$ cat config.mk
export PLATFORM = sky130hd
export DESIGN_NAME = des_sbox_sequencer
export DESIGN_NICKNAME = d
export VERILOG_FILES = /design/src/rtl/des_sbox_sequencer.sv
export SDC_FILE = /design/constraint.sdc
export NUM_CORES = 1
export LEC_CHECK = 0
export ABC_CLOCK_PERIOD_IN_PS = 3200
export CORE_UTILIZATION = 25
export CTS_BUF_LIST = sky130_fd_sc_hd__clkbuf_8
export DETAILED_ROUTE_END_ITERATION = 16
export SYNTH_ARGS = -nofsm -noshare
export SYNTH_HDL_FRONTEND = slang
export SYNTH_SLANG_ARGS = --single-unit
$ cat constraint.sdc
create_clock -name clk -period 3.2 [get_ports clk]
set_input_delay 0.32 -clock clk [delete_from_list [all_inputs] [get_ports clk]]
set_output_delay 0.32 -clock clk [all_outputs]
set_load 0.005 [all_outputs]
$ cat src/rtl/des_sbox_sequencer.sv
// Time-multiplexed DES S-box controller: issues S1..S8 lookups through one shared port
// and assembles the 32-bit substituted word. Optional Abort input via DES_SBOX_SEQ_ABORT_EN.
module des_sbox_sequencer #(
  parameter int SBOX_LAT = 0
) (
  input  logic        clk,
  input  logic        rst,
  input  logic        in_valid,
  output logic        in_ready,
  input  logic [47:0] data_in,
  output logic [2:0]  sbox_sel,
  output logic [5:0]  sbox_in,
  input  logic [3:0]  sbox_out,
  output logic        out_valid,
  input  logic        out_ready,
  output logic [31:0] data_out,
`ifdef DES_SBOX_SEQ_ABORT_EN
  input  logic        abort,
`endif
  output logic [1:0]  state_dbg
);

  // Handshakes: a transfer happens on a rising edge where valid && ready are both high;
  // the producer holds valid and data stable until that edge.

  typedef enum logic [1:0] {
    IDLE = 2'd0,
    RUN  = 2'd1,
    DONE = 2'd2
  } state_t;

  localparam logic [3:0] LAST_RUN = 4'(7 + SBOX_LAT);

  state_t      state, state_nxt;
  logic [3:0]  run_cnt;
  logic [47:0] hold;
  logic [2:0]  issue_k;
  logic [2:0]  cap_j;
  logic        cap_en;
  logic        abort_req;
  logic [5:0]  chunk [8];

`ifdef DES_SBOX_SEQ_ABORT_EN
  assign abort_req = abort;
`else
  assign abort_req = 1'b0;
`endif

  // run_cnt counts RUN cycles; the issue index saturates at S8 while a registered
  // S-box drains its last result.
  assign issue_k   = (run_cnt > 4'd7) ? 3'd7 : run_cnt[2:0];
  assign cap_j     = 3'(run_cnt - 4'(SBOX_LAT));
  assign state_dbg = state;

  generate
    if (SBOX_LAT == 0) begin : g_lat0
      assign cap_en = 1'b1;
    end else begin : g_lat1
      assign cap_en = (run_cnt != 4'd0);
    end
  endgenerate

  always_comb begin
    for (int i = 0; i < 8; i++) begin
      chunk[i] = hold[47-6*i -: 6];
    end
  end

  always_comb begin
    state_nxt = state;
    in_ready  = 1'b0;
    out_valid = 1'b0;
    sbox_sel  = 3'd0;
    sbox_in   = 6'd0;
    case (state)
      IDLE: begin
        in_ready = 1'b1;
        if (in_valid) state_nxt = RUN;
      end
      RUN: begin
        sbox_sel = issue_k;
        sbox_in  = chunk[issue_k];
        if (abort_req)                state_nxt = IDLE;
        else if (run_cnt == LAST_RUN) state_nxt = DONE;
      end
      DONE: begin
        out_valid = 1'b1;
        if (abort_req || out_ready) state_nxt = IDLE;
      end
      default: state_nxt = IDLE;
    endcase
  end

  always_ff @(posedge clk or posedge rst) begin
    if (rst) begin
      state    <= IDLE;
      run_cnt  <= 4'd0;
      hold     <= 48'd0;
      data_out <= 32'd0;
    end else begin
      state <= state_nxt;
      if (state == IDLE && in_valid) begin
        hold    <= data_in;
        run_cnt <= 4'd0;
      end else if (state == RUN) begin
        if (run_cnt != LAST_RUN) run_cnt <= run_cnt + 4'd1;
        if (cap_en && !abort_req) begin
          for (int i = 0; i < 8; i++) begin
            if (cap_j == 3'(i)) data_out[31-4*i -: 4] <= sbox_out;
          end
        end
      end
    end
  end

endmodule
==> results.txt <==
Dpl cells = 591
Max-slew violation count = 0
# DRC = 0
Reg2reg start = run_cnt[1]$_DFFE_PP0P_
Type of destination of the critical path = output pin
Setup repair after global routing missed its margin = no
Total power after layout = 5.51 mW
DPL Wire Length = 7.62 mm
Setup slack of the most critical reg-to-reg path = 0.89 ns
Crit path max fanout = 17
I/O pin total = 101
Vias post-DR = 2635
DRT Pass-1 Iters = 4
Routed Wire Length = 10.2 mm
Hold WS = 0.327 ns
Combined area of all synthesized cells = 0.00408 mm^2
Pin count of the biggest net entering global routing = 39
Required time of the critical path = 2.88 ns
Share of power burned in combinational logic = 48.9%
Number of diodes added for antenna fixing = 0
# nets final = 448
First DRT Iteration DRCs = 157
Routed wire length per instance = 16.8 um
Ys Warns = 0
GRT Overall Usage = 13.1%
Global placement routability congestion = 0.790
Count of non-filler cells in the finished layout = 607
Gate count after technology mapping = 284
Setup Total Neg Slack = 0 ns
Post-CTS Setup Inserts = 0
Part of the power in registers = 38.1%
Cell area after placement = 0.00529 mm^2
Worst min path class = in2async
Clock net sink count = 86
Core Footprint = 0.0159 mm^2
Number of buffers on the longest clock path = 2
Final critical-path setup slack = 0.245 ns
CTS H-tree lvls = 3
# hold bufs at CTS = 0
Net switching power of the design = 1.80 mW
Count of buffers from port buffering = 100
Core Rows = 46
Die width = 130 um
Vertical extent of the die = 130 um
Number of fill cells in the layout = 1597
Transition time at the pin with the least slew margin = 0.739 ns
Antenna-violating nets left = 0
Worst vdd ir = 271 uV
Ratio of cells with drive above 1 in the final layout = 30.9%
Pre-CTS setup slack = 0.655 ns
Starting Density = 25.7%
Clock network fraction of total power = 13.0%
Clk_skew = 0.0148 ns
Run status = finished clean
Cell at the root of the clock tree = sky130_fd_sc_hd__clkbuf_8
Number of antenna violations at the first check in global routing = 0
Sequential cell area fraction in the yosys report = 52.8%
Critical path start-end classification = reg2out
Total power per unit cell area = 1010 mW/mm^2
Cell internal power dissipation = 3.70 mW
Synthesized Nets = 346
Min Clock Period, post-route = 2.96 ns
Clock edge transition at the registers on the reported setup and hold paths = 0.09 ns
Arrival time reported for the critical path endpoint = 2.64 ns
Final instance area = 0.00547 mm^2
Setup crit start kind = flip-flop
# resized after CTS = 0
Post-detailed-route via-to-cell ratio = 4.34
Final setup violation count = 0
R2r worst-path depth = 4
Cells along the critical path = buf_4 -> or4b_2 -> o2111ai_1 -> o22ai_1 -> clkdlybuf4s50_1
Worst rel slew slack = 50.6%
Fin util = 34.4%
Post-synthesis sequential element count = 86
Number of violations of the max-capacitance limit = 0
Grt total ovfl = 0
Syn avg cell area = 14.3 um^2
Die outline area = 0.0168 mm^2
Crit path max-delay cell type = sky130_fd_sc_hd__dfrtp_1
Distinct cells, synth = 34
Highest clock frequency the design can meet = 0.338 GHz
Maximum cell stage delay along the critical path = 0.68 ns
Switching part of the total power = 32.8%
Final Hold Viols = 0
Final worst path period share = 92.4%
Via count of the first global-routing pass = 2846
Area growth from synthesis to layout = 34.2%
Clock tree from TritonCTS = done
Wire length of the first global-routing pass = 16.2 mm
Clock buffers created by TritonCTS = 9
Reg-to-Reg End = data_out[31]$_DFFE_PP0P_
Clock latency reported for the late side of the worst-skew pair = 0.37 ns
Leakage = 2.37 nW
[cells by family (layout without fill, tap and decap cells)]
kind of cell / after synthesis / count (layout) / share of synthesized area, %
adders and majority gates: 6 / 6 / 1.84
and+or+nand+nor: 47 / 47 / 7.18
muxes: 91 / 91 / 29.7
buffers and inverters: 22 / 129 / 3.41
AOI/OAI and AO/OA: 32 / 32 / 5.10
DFF: 86 / 86 / 52.8
[routing by layer]
layer,vias to the layer above,part of all wire [%],GRT usage (%)
met1,1331,46,17.6
met3,12,5.9,4.05
met2,61,46,19.5
met5,-,0,0
met4,0,1.7,5.34
li1,1231,-,-
[cell type report]
class                   instances  area, um^2  share of cell area [%]
repair buffers                107        1050                    19.3
multi-input cells             176        1790                    32.7
well taps                     216         270                    4.94
clock buffers                  11         151                    2.77
clock inverters                 5        32.5                   0.595
inverters                       6        23.8                   0.435
flip-flops and latches         86        2150                    39.3
[flip-flops by register name (all words and copies together) (netlist names)]
register / cells
data_out: 32
run_cnt: 4
chunk: 48
state_dbg: 2
[layout by cell type, fill, tap and decap left out, types with 2 or more instances in the layout]
cell,count
sky130_fd_sc_hd__nor3b_1,3
sky130_fd_sc_hd__o22ai_1,5
sky130_fd_sc_hd__clkbuf_8,11
sky130_fd_sc_hd__clkinvlp_4,2
sky130_fd_sc_hd__ha_1,6
sky130_fd_sc_hd__mux2_4,46
sky130_fd_sc_hd__nor2b_1,3
sky130_fd_sc_hd__o21ai_0,8
sky130_fd_sc_hd__or2_2,3
sky130_fd_sc_hd__clkinv_2,2
sky130_fd_sc_hd__o32ai_1,5
sky130_fd_sc_hd__clkdlybuf4s50_1,100
sky130_fd_sc_hd__o31ai_1,2
sky130_fd_sc_hd__nand2b_1,7
sky130_fd_sc_hd__mux2_2,44
sky130_fd_sc_hd__dfrtp_1,86
sky130_fd_sc_hd__nand4b_1,3
sky130_fd_sc_hd__or3_1,5
sky130_fd_sc_hd__and2_1,2
sky130_fd_sc_hd__inv_1,6
sky130_fd_sc_hd__nand3_1,3
sky130_fd_sc_hd__nor2_1,6
sky130_fd_sc_hd__o211ai_1,3
sky130_fd_sc_hd__nand2_1,6
sky130_fd_sc_hd__buf_4,7
sky130_fd_sc_hd__a21oi_1,6
[worst max-delay path, delay by kind of cell, from the launching register on]
family | cells | cell delay, ns
buf+inv | 2 | 0.73
compound gates | 2 | 0.26
simple gates | 1 | 0.59
flops | 1 | 0.68
[how the worst max path moves through the flow]
stage,startpoint,endpoint,cells past startpoint
after floorplan,rst,chunk[0]$_DFFE_PP0P_,1
after global placement,run_cnt[0]$_DFFE_PP0P_,sbox_in[1],5
after detailed placement,run_cnt[0]$_DFFE_PP0P_,sbox_in[1],5
after CTS,run_cnt[0]$_DFFE_PP0P_,sbox_in[1],5
after global routing,run_cnt[0]$_DFFE_PP0P_,sbox_in[1],5
final,run_cnt[0]$_DFFE_PP0P_,sbox_in[1],5
[power groups by stage]
stage / Combinational [mW] / Clock [mW] / Sequential (mW)
CTS: 2.72 / 0.748 / 2.10
finish: 2.69 / 0.718 / 2.10
global placement: 2.66 / 0 / 2.11
detailed placement: 2.70 / 0 / 2.12
floorplan: 1.70 / 0 / 1.91
global route: 2.92 / 0.787 / 2.18
[cell usage after synthesis]
library cell	instances	share of area, %
sky130_fd_sc_hd__or3b_2	1	0.21
sky130_fd_sc_hd__o21ai_0	8	0.98
sky130_fd_sc_hd__a21oi_1	6	0.74
sky130_fd_sc_hd__a22o_1	1	0.21
sky130_fd_sc_hd__buf_2	3	0.37
sky130_fd_sc_hd__mux2_2	44	12
sky130_fd_sc_hd__nand3_1	3	0.37
sky130_fd_sc_hd__ha_1	6	1.8
sky130_fd_sc_hd__o32ai_1	5	1.1
sky130_fd_sc_hd__or3_1	5	0.77
sky130_fd_sc_hd__buf_6	7	1.9
sky130_fd_sc_hd__nor2b_1	3	0.46
sky130_fd_sc_hd__inv_1	6	0.55
sky130_fd_sc_hd__clkbuf_1	6	0.55
sky130_fd_sc_hd__and2_1	2	0.31
sky130_fd_sc_hd__nor2_1	6	0.55
sky130_fd_sc_hd__o211ai_1	3	0.55
sky130_fd_sc_hd__o31ai_1	2	0.37
sky130_fd_sc_hd__or4b_2	1	0.25
sky130_fd_sc_hd__or2_2	3	0.46
sky130_fd_sc_hd__and3b_1	1	0.21
sky130_fd_sc_hd__mux2_4	46	17
sky130_fd_sc_hd__o22ai_1	5	0.77
sky130_fd_sc_hd__nor3b_1	3	0.55
sky130_fd_sc_hd__mux4_2	1	0.55
sky130_fd_sc_hd__nand4b_1	3	0.64
sky130_fd_sc_hd__nor4b_2	1	0.37
sky130_fd_sc_hd__nand3b_1	1	0.18
sky130_fd_sc_hd__o2111ai_1	1	0.21
sky130_fd_sc_hd__nand2b_1	7	1.1
sky130_fd_sc_hd__nand2_1	6	0.55
sky130_fd_sc_hd__dfrtp_1	86	53
sky130_fd_sc_hd__or3b_1	1	0.21
sky130_fd_sc_hd__a211oi_1	1	0.18
Note: power is estimated with default switching activity, not from simulation.
